[config.mk]
export PLATFORM = sky130hd
export DESIGN_NAME = hiscore_uploader
export DESIGN_NICKNAME = d
export VERILOG_FILES = /design/src/rtl/hiscore_uploader.sv
export SDC_FILE = /design/constraint.sdc
export NUM_CORES = 1
export LEC_CHECK = 0
export CAP_MARGIN = 30
export CORE_MARGIN = 2
export CORE_UTILIZATION = 50
export CTS_BUF_LIST = sky130_fd_sc_hd__clkbuf_4 sky130_fd_sc_hd__clkbuf_8 sky130_fd_sc_hd__clkbuf_16
export DETAILED_ROUTE_END_ITERATION = 10
export PLACE_DENSITY_LB_ADDON = 0.15
export SYNTH_ARGS = -nofsm -noshare
export SYNTH_HDL_FRONTEND = slang
export SYNTH_SLANG_ARGS = --single-unit
[constraint.sdc]
create_clock -name clk_sys -period 4.4 [get_ports clk_sys]
set_clock_uncertainty 0.1 [all_clocks]
set_input_delay 0.44 -clock clk_sys [delete_from_list [all_inputs] [get_ports clk_sys]]
set_output_delay 0.44 -clock clk_sys [all_outputs]
set_load 0.02 [all_outputs]
[src/rtl/hiscore_uploader.sv]
// hiscore_uploader
//   Upload-side companion to the ROM/DIP download path. A save request pauses
//   the game CPU, asks the HPS for an upload on index INDEX, then serves each
//   HPS byte-read strobe from a LEN-byte window of game work RAM starting at
//   BASE. The pause is released once the HPS ends the upload. Waiting for the
//   pause ack or for the HPS to start is bounded by TIMEOUT cycles.
//
// Build option:
//   HISCORE_CHECKSUM_EN - when defined, a read at offset LEN returns the
//   mod-256 sum of all in-range bytes served in the current transfer.
//
// Ports:
//   clk_sys, reset        clock, synchronous active-high reset
//   save_req              one-cycle save trigger
//   paused                CPU pause acknowledge
//   ioctl_upload/rd/addr/index   HPS upload interface (inputs)
//   ioctl_din             byte returned to the HPS
//   ioctl_upload_req      ask the HPS to start an upload
//   pause_req             hold the game CPU paused
//   ram_addr/ram_rd/ram_dout     game RAM read port (data 1 cycle after rd)
//   busy                  any state other than IDLE
//   aborted               one-cycle pulse on timeout abort
module hiscore_uploader #(
    parameter int              AW      = 16,
    parameter logic [AW-1:0]   BASE    = '0,
    parameter int              LEN     = 64,
    parameter logic [7:0]      INDEX   = 8'd4,
    parameter logic [23:0]     TIMEOUT = 24'd4_000_000
) (
    input  logic          clk_sys,
    input  logic          reset,
    input  logic          save_req,
    input  logic          paused,
    input  logic          ioctl_upload,
    input  logic          ioctl_rd,
    input  logic [24:0]   ioctl_addr,
    input  logic [7:0]    ioctl_index,
    output logic [7:0]    ioctl_din,
    output logic          ioctl_upload_req,
    output logic          pause_req,
    output logic [AW-1:0] ram_addr,
    output logic          ram_rd,
    input  logic [7:0]    ram_dout,
    output logic          busy,
    output logic          aborted
);

    localparam logic [24:0] LEN_W = 25'(LEN);

    typedef enum logic [2:0] {
        S_IDLE, S_PAUSE_WAIT, S_REQ, S_XFER, S_DONE
    } state_t;

    state_t      state, state_nxt;
    logic [23:0] to_cnt;
    logic        timeout_hit;
    logic        abort_now;
    logic        upload_q;

    // Read pipeline: [0] = RAM read issued this cycle, [1] = RAM data valid.
    logic [1:0]  vld_pipe;
    logic        oor_q;        // out-of-range strobe waiting to be presented
    logic [7:0]  oor_byte_q;
    logic [7:0]  oor_byte;
    logic [7:0]  din_q;
    logic        rd_ok;
    logic        in_range;

    assign timeout_hit = (to_cnt == TIMEOUT - 24'd1);
    assign rd_ok       = (state == S_XFER) && ioctl_rd && ioctl_upload &&
                         (ioctl_index == INDEX);
    assign in_range    = (ioctl_addr < LEN_W);

    // ---------------- FSM: state register ----------------
    always_ff @(posedge clk_sys) begin
        if (reset) state <= S_IDLE;
        else       state <= state_nxt;
    end

    // ---------------- FSM: next state ----------------
    always_comb begin
        state_nxt = state;
        abort_now = 1'b0;
        case (state)
            S_IDLE:       if (save_req) state_nxt = S_PAUSE_WAIT;
            S_PAUSE_WAIT: begin
                if (paused) state_nxt = S_REQ;
                else if (timeout_hit) begin
                    state_nxt = S_IDLE;
                    abort_now = 1'b1;
                end
            end
            S_REQ: begin
                if (ioctl_upload && ioctl_index == INDEX) state_nxt = S_XFER;
                else if (timeout_hit) begin
                    state_nxt = S_IDLE;
                    abort_now = 1'b1;
                end
            end
            // Only a real 1->0 transition ends the transfer.
            S_XFER:       if (upload_q && !ioctl_upload) state_nxt = S_DONE;
            S_DONE:       state_nxt = S_IDLE;
            default:      state_nxt = S_IDLE;
        endcase
    end

    // ---------------- FSM: outputs ----------------
    // pause_req stays up through DONE so the CPU resumes the cycle after.
    always_comb begin
        pause_req        = (state == S_PAUSE_WAIT) || (state == S_REQ) ||
                           (state == S_XFER) || (state == S_DONE);
        ioctl_upload_req = (state == S_REQ);
        busy             = (state != S_IDLE);
    end

    // Timeout counter restarts on every state change, counts in the waits.
    always_ff @(posedge clk_sys) begin
        if (reset || state_nxt != state)
            to_cnt <= '0;
        else if (state == S_PAUSE_WAIT || state == S_REQ)
            to_cnt <= to_cnt + 24'd1;
    end

    always_ff @(posedge clk_sys) begin
        if (reset) begin
            aborted  <= 1'b0;
            upload_q <= 1'b0;
        end else begin
            aborted  <= abort_now;
            upload_q <= ioctl_upload;
        end
    end

`ifdef HISCORE_CHECKSUM_EN
    logic [7:0] csum;

    always_ff @(posedge clk_sys) begin
        if (reset || (state == S_REQ && state_nxt == S_XFER))
            csum <= 8'h00;
        else if (vld_pipe[1])
            csum <= csum + ram_dout;
    end
`endif

    always_comb begin
        oor_byte = 8'hFF;
`ifdef HISCORE_CHECKSUM_EN
        if (ioctl_addr == LEN_W) oor_byte = csum;
`endif
    end

    // ---------------- read datapath ----------------
    always_ff @(posedge clk_sys) begin
        if (reset) begin
            vld_pipe   <= '0;
            ram_addr   <= BASE;
            oor_q      <= 1'b0;
            oor_byte_q <= 8'h00;
            din_q      <= 8'h00;
        end else begin
            vld_pipe <= {vld_pipe[0], rd_ok && in_range};
            oor_q    <= rd_ok && !in_range;
            if (rd_ok && in_range)
                ram_addr <= BASE + ioctl_addr[AW-1:0];
            if (rd_ok && !in_range)
                oor_byte_q <= oor_byte;
            // A younger out-of-range strobe overrides older RAM data.
            if (oor_q)
                din_q <= oor_byte_q;
            else if (vld_pipe[1])
                din_q <= ram_dout;
        end
    end

    assign ram_rd = vld_pipe[0];
    // RAM data is forwarded the cycle it arrives and captured for holding.
    assign ioctl_din = vld_pipe[1] ? ram_dout : din_q;

endmodule

## Word-level counts from Yosys, hierarchy flattened

Index checks and enable logic that the tools add are counted.
Widths: inputs -> output; s select.

| word-level totals | value |
|---|---|
| flip-flop bits (word level) | 57 |
| input port bits | 47 |
| word-level logic and storage cells | 45 |

| operators by class | value |
|---|---|
| add/sub/neg operators | 1 |
| magnitude comparators | 1 |
| eq/ne operators | 7 |
| muxes and demuxes | 12 |
| reductions and logical operators | 15 |

Operators by type and width:

| operator | count |
|---|---|
| $lt 25x7->1 const B | 1 |
| $add 24x1->24 const B | 1 |
| $eq 24x22->1 const B | 1 |
| $mux 8 | 2 |
| $mux 3 | 5 |
| $pmux 3 s4 | 1 |
| $eq 8x3->1 const B | 1 |
| $logic_and 1x1->1 | 7 |
| $eq 3x2->1 const B | 2 |
| $logic_or 1x1->1 | 4 |
| $eq 3x1->1 const B | 1 |
| $eq 3x3->1 const B | 1 |
| $logic_not 3->1 | 1 |
| $mux 1 | 3 |
| $ne 3x3->1 | 1 |
| $reduce_bool 3->1 | 1 |
| $logic_not 1->1 | 2 |
| $pmux 1 s2 | 1 |

## Longest topological paths before layout

| depth | value |
|---|---|
| word-level depth | 6 |
| mapped depth | 7 |
| mapped depth without buffers | 6 |

## Worst setup path after synthesis

No wires, ideal clock.

| path | value |
|---|---|
| path kind | input port to flip-flop |
| from | input port ioctl_index[5] |
| to | register ram_addr[10] |
| library setup time | 0.115 ns |
| data arrival time | 1.754 ns |
| required time | 4.185 ns |
| path slack | 2.431 ns |
| stages | 5 |
| buffers on the path | 0 |
| cells stage by stage | nor4b_1 > nand4_1 > nor4_4 > nor2_1 > and2_1 |

| on the way | value |
|---|---|
| longest elaborated chain between the ends | 3 |

Ends and longest elaborated chain:

| element | RTL line | RTL |
|---|---|---|
| from (decl) | 37 | `input logic [7:0] ioctl_index,` |
| $eq 8x3->1 | 71 | `(ioctl_index == INDEX);` |
| $logic_and 1x1->1 | 70 | `assign rd_ok = (state == S_XFER) && ioctl_rd && ioctl_upload &&` |
| $logic_and 1x1->1 | 163 | `if (rd_ok && in_range)` |
| to (signal assigned) | 164 | `ram_addr <= BASE + ioctl_addr[AW-1:0];` |
| to (decl) | 41 | `output logic [AW-1:0] ram_addr,` |

Every way passes these cells.
A chain may end at the register's enable or synchronous reset.

## Worst setup path in the final report

| path | value |
|---|---|
| from | register state[1] |
| to | output port pause_req |

| on the way | value |
|---|---|
| longest elaborated chain between the ends | 4 |

Ends and longest elaborated chain:

| element | RTL line | RTL |
|---|---|---|
| from (decl) | 54 | `state_t state, state_nxt;` |
| from (signal assigned) | 77 | `else state <= state_nxt;` |
| $eq 3x1->1 or $eq 3x2->1 (tied branches) | 110 | `pause_req = (state == S_PAUSE_WAIT) \|\| (state == S_REQ) \|\|` |
| $logic_or 1x1->1 (2 in series) | 110 |  |
| $logic_or 1x1->1 * | 111 | `(state == S_XFER) \|\| (state == S_DONE);` |
| to (decl) | 40 | `output logic pause_req,` |

Mark *: on every way between the ends. The rest lies on a longest branch, timed or not.

==> run_results.csv <==
group,metric,value,unit
critical_path,cp.required,3860,ps
critical_path,r2r-start,"state[1]$_SDFF_PP0_",
clock_network,cts_resized,0,
detailed_routing,ant_nets,0,
global_route,grt_pass1_vias,1915,
run,cap_viol_max_count,0,
synthesis,synth_cell_types,47,
clock_network,clock-sinks,57,
sta,slew-limit-headroom,0.3394,
floorplanning,num_rows,25,
sta,grt_setup_unrepaired,"no",
hold_path,min_from,"ram_addr[10]$_SDFFE_PP0P_",
final_layout,drive_gt1_frac,0.1202,
clock_network,clock_latency,340,ps
global_route,grt_pass1_wl,8763,um
hold_path,hold_class,"flip-flop to flip-flop",
final_layout,seq_area,1141,um2
critical_path,path_cells,"or3_1 -> and2_1 -> clkdlybuf4s50_1",
synthesis,avgSynthCellArea,9.831,um2
sta,timing.setup.tns,0,ps
clock_network,cts_buffers,9,
pwr,ir_drop,0.2124,mV
floorplanning,fp.dieH,75.36,um
synthesis,yosys.area.top_type,"dfxtp_1",
clock_network,clkTransAtPathRegs,70,ps
placement,place.port_buffers,75,
placement,dp_hpwl,4063,um
global_route,antenna_found_initial,0,
global_route,grt_usage,0.2075,
critical_path,slowest_stage,"clkdlybuf4s50_1",
final_layout,multiInputGateArea,1316,um2
synthesis,netlist_instances,259,
critical_path,start_kind,"flip-flop",
sta,setup_viol,0,
detailed_routing,drt_wl_total,5641,um
final_layout,fin_util,0.7309,
global_route,grt_overflow,0,
sta,worst_pin_slew,981.9,ps
clock_network,clock-root-buffer,"clkbuf_8",
final_layout,layout.nets,384,
floorplanning,io_pins,76,
detailed_routing,wire_per_inst,13.83,um
sta,period_needed,2523,ps
synthesis,async_flop_share,0,
clock_network,postCtsHoldBufs,0,
floorplanning,floorplan.die_area,5679,um2
clock_network,postCtsSetupBuffers,0,
final_layout,fillers,398,
pwr,leakagePower,0.001255,uW
clock_network,htree_levels,3,
clock_network,clock_path_buffers,2,
sta,slew_violations,0,
floorplanning,start_util,0.5286,
sta,max_freq,396.4,MHz
critical_path,critPathTopFamily,"simple AND/OR/NAND/NOR gates",
synthesis,synth_edf_count,0,
final_layout,areaGrowthSynthToFinish,38.28,%
detailed_routing,drt_iter0_markers,99,
critical_path,critPathKind,"flip-flop to output port",
synthesis,synth-seq-area-share,0.4482,
synthesis,synth_most_common_cell,"dfxtp_1",
sta,fin_crit_sh,0.5733,
synthesis,netlist_area,2546,um2
synthesis,synth_top_area_frac,0.4482,
sta,report.final.hold_viol_count,0,
critical_path,cp_max_fo,18,
critical_path,arrival,1980,ps
placement,place_congestion,0.8820,
run_status,status,"completed",
synthesis,ys_top_cells_by_count,"57 x dfxtp_1, 30 x nor2_1, 17 x xor2_1",
synthesis,synth_area_leaders,"dfxtp_1 45%, xor2_1 5.8%, nor2_1 4.4%",
synthesis,ys.flop_type,"dfxtp_1",
floorplanning,die-width,75.36,um
detailed_routing,drc,0,
critical_path,startpoint,"state[1]$_SDFF_PP0_",
synthesis,yosys_warnings,0,
detailed_routing,dr.pass1.iters,4,
detailed_routing,dr_total_vias,2109,
clock_network,cts_tree,"yes",
synthesis,synth_nets,307,
detailed_routing,vias_per_cell,5.169,
final_layout,num_antenna_cells,0,
critical_path,cp-end-kind,"output port",
pwr,powerDensity,318.4,nW/um2
floorplanning,coreArea,4817,um2
critical_path,max_stage_delay,540,ps
global_route,grt_start_max_net_pins,25,
critical_path,path_buf_inv,1,
synthesis,ys_seq_elements,57,
[sequential cells by signal, summed over array words and instances, names as in the netlist]
register,flops
state,3
to_cnt,24
aborted,1
upload_q,1
vld_pipe,2
ram_addr,16
oor_q,1
oor_byte_q,1
din_q,8
[worst paths after layout]
| kind | cells past startpoint | slack [ps] | end |
|---|---|---|---|
| worst max-delay path | 3 | 1880 | pause_req |
| worst min-delay path | 1 | 360 | ram_addr[10]$_SDFFE_PP0P_ |
| worst max register to register | 5 | 1890 | to_cnt[8]$_SDFFE_PP0P_ |
| worst min register to register | 1 | 360 | ram_addr[10]$_SDFFE_PP0P_ |
[final cells by class]
cell class | count | share of cell area
clock buffers | 9 | 0.03518
clock inverters | 7 | 0.02026
inverters | 7 | 0.007463
multi-input cells | 185 | 0.3738
flip-flops and latches | 57 | 0.3241
well taps | 67 | 0.02381
repair buffers | 76 | 0.2154
[kinds of logic (layout without fill, tap and decap cells)]
group / count (synthesis) / after routing / synth area share
adder cells (fa/ha/maj): 1 / 1 / 0.004913
AO/OA/AOI/OAI: 25 / 25 / 0.08059
AND/OR/NAND/NOR: 119 / 119 / 0.2821
buffers and inverters: 17 / 99 / 0.03489
flip-flops: 57 / 57 / 0.4482
multiplexers: 16 / 16 / 0.06683
XOR/XNOR: 24 / 24 / 0.08255
[per-layer routing]
layer | vias up | part of all wire | global-route usage
met5 | - | 0 | 0
met4 | 0 | 0.014 | 0.1033
met3 | 8 | 0.043 | 0.06481
met2 | 50 | 0.49 | 0.3295
met1 | 978 | 0.45 | 0.2550
li1 | 1073 | - | -
[cell usage in the layout, fill, tap and decap left out, types with 2 or more instances in the layout]
cell | Yosys | layout
clkdlybuf4s50_1 | 0 | 75
dfxtp_1 | 57 | 57
nor2_1 | 30 | 30
xor2_1 | 17 | 17
and2_1 | 12 | 12
nand3_1 | 12 | 12
nand2_1 | 10 | 10
nand4_1 | 10 | 10
nor3_1 | 9 | 9
clkbuf_8 | 0 | 9
mux2_2 | 8 | 8
o21a_1 | 8 | 8
mux2i_1 | 8 | 8
nor3_2 | 8 | 8
inv_1 | 7 | 7
nor4_1 | 7 | 7
xnor2_1 | 7 | 7
and3_1 | 5 | 5
a21oi_1 | 3 | 3
nor2b_1 | 3 | 3
clkinvlp_4 | 0 | 3
o21ai_0 | 2 | 2
nor4b_1 | 2 | 2
nor4_4 | 2 | 2
clkinv_2 | 0 | 2
[through the flow]
step | cells | total power, uW | worst slack [ps] | instance area, um2 | hold WS (ps)
floorplan | 259 | 591.6 | 2431 | 2546 | 326.5
global placement | 392 | 642.7 | 1678 | 3326 | 336.4
detailed placement | 392 | 644.5 | 1642 | 3326 | 345.9
CTS | 408 | 1127 | 1870 | 3521 | 362.8
global route | 408 | 1162 | 1639 | 3521 | 378.2
finish | 408 | 1121 | 1877 | 3521 | 360.5
[where the power goes]
part | total, uW | switching, uW | internal [uW]
Combinational | 107 | 48.1 | 58.9
Clock | 488 | 228 | 260
Sequential | 526 | 7.14 | 519
Power figures use the tool's default switching activity.
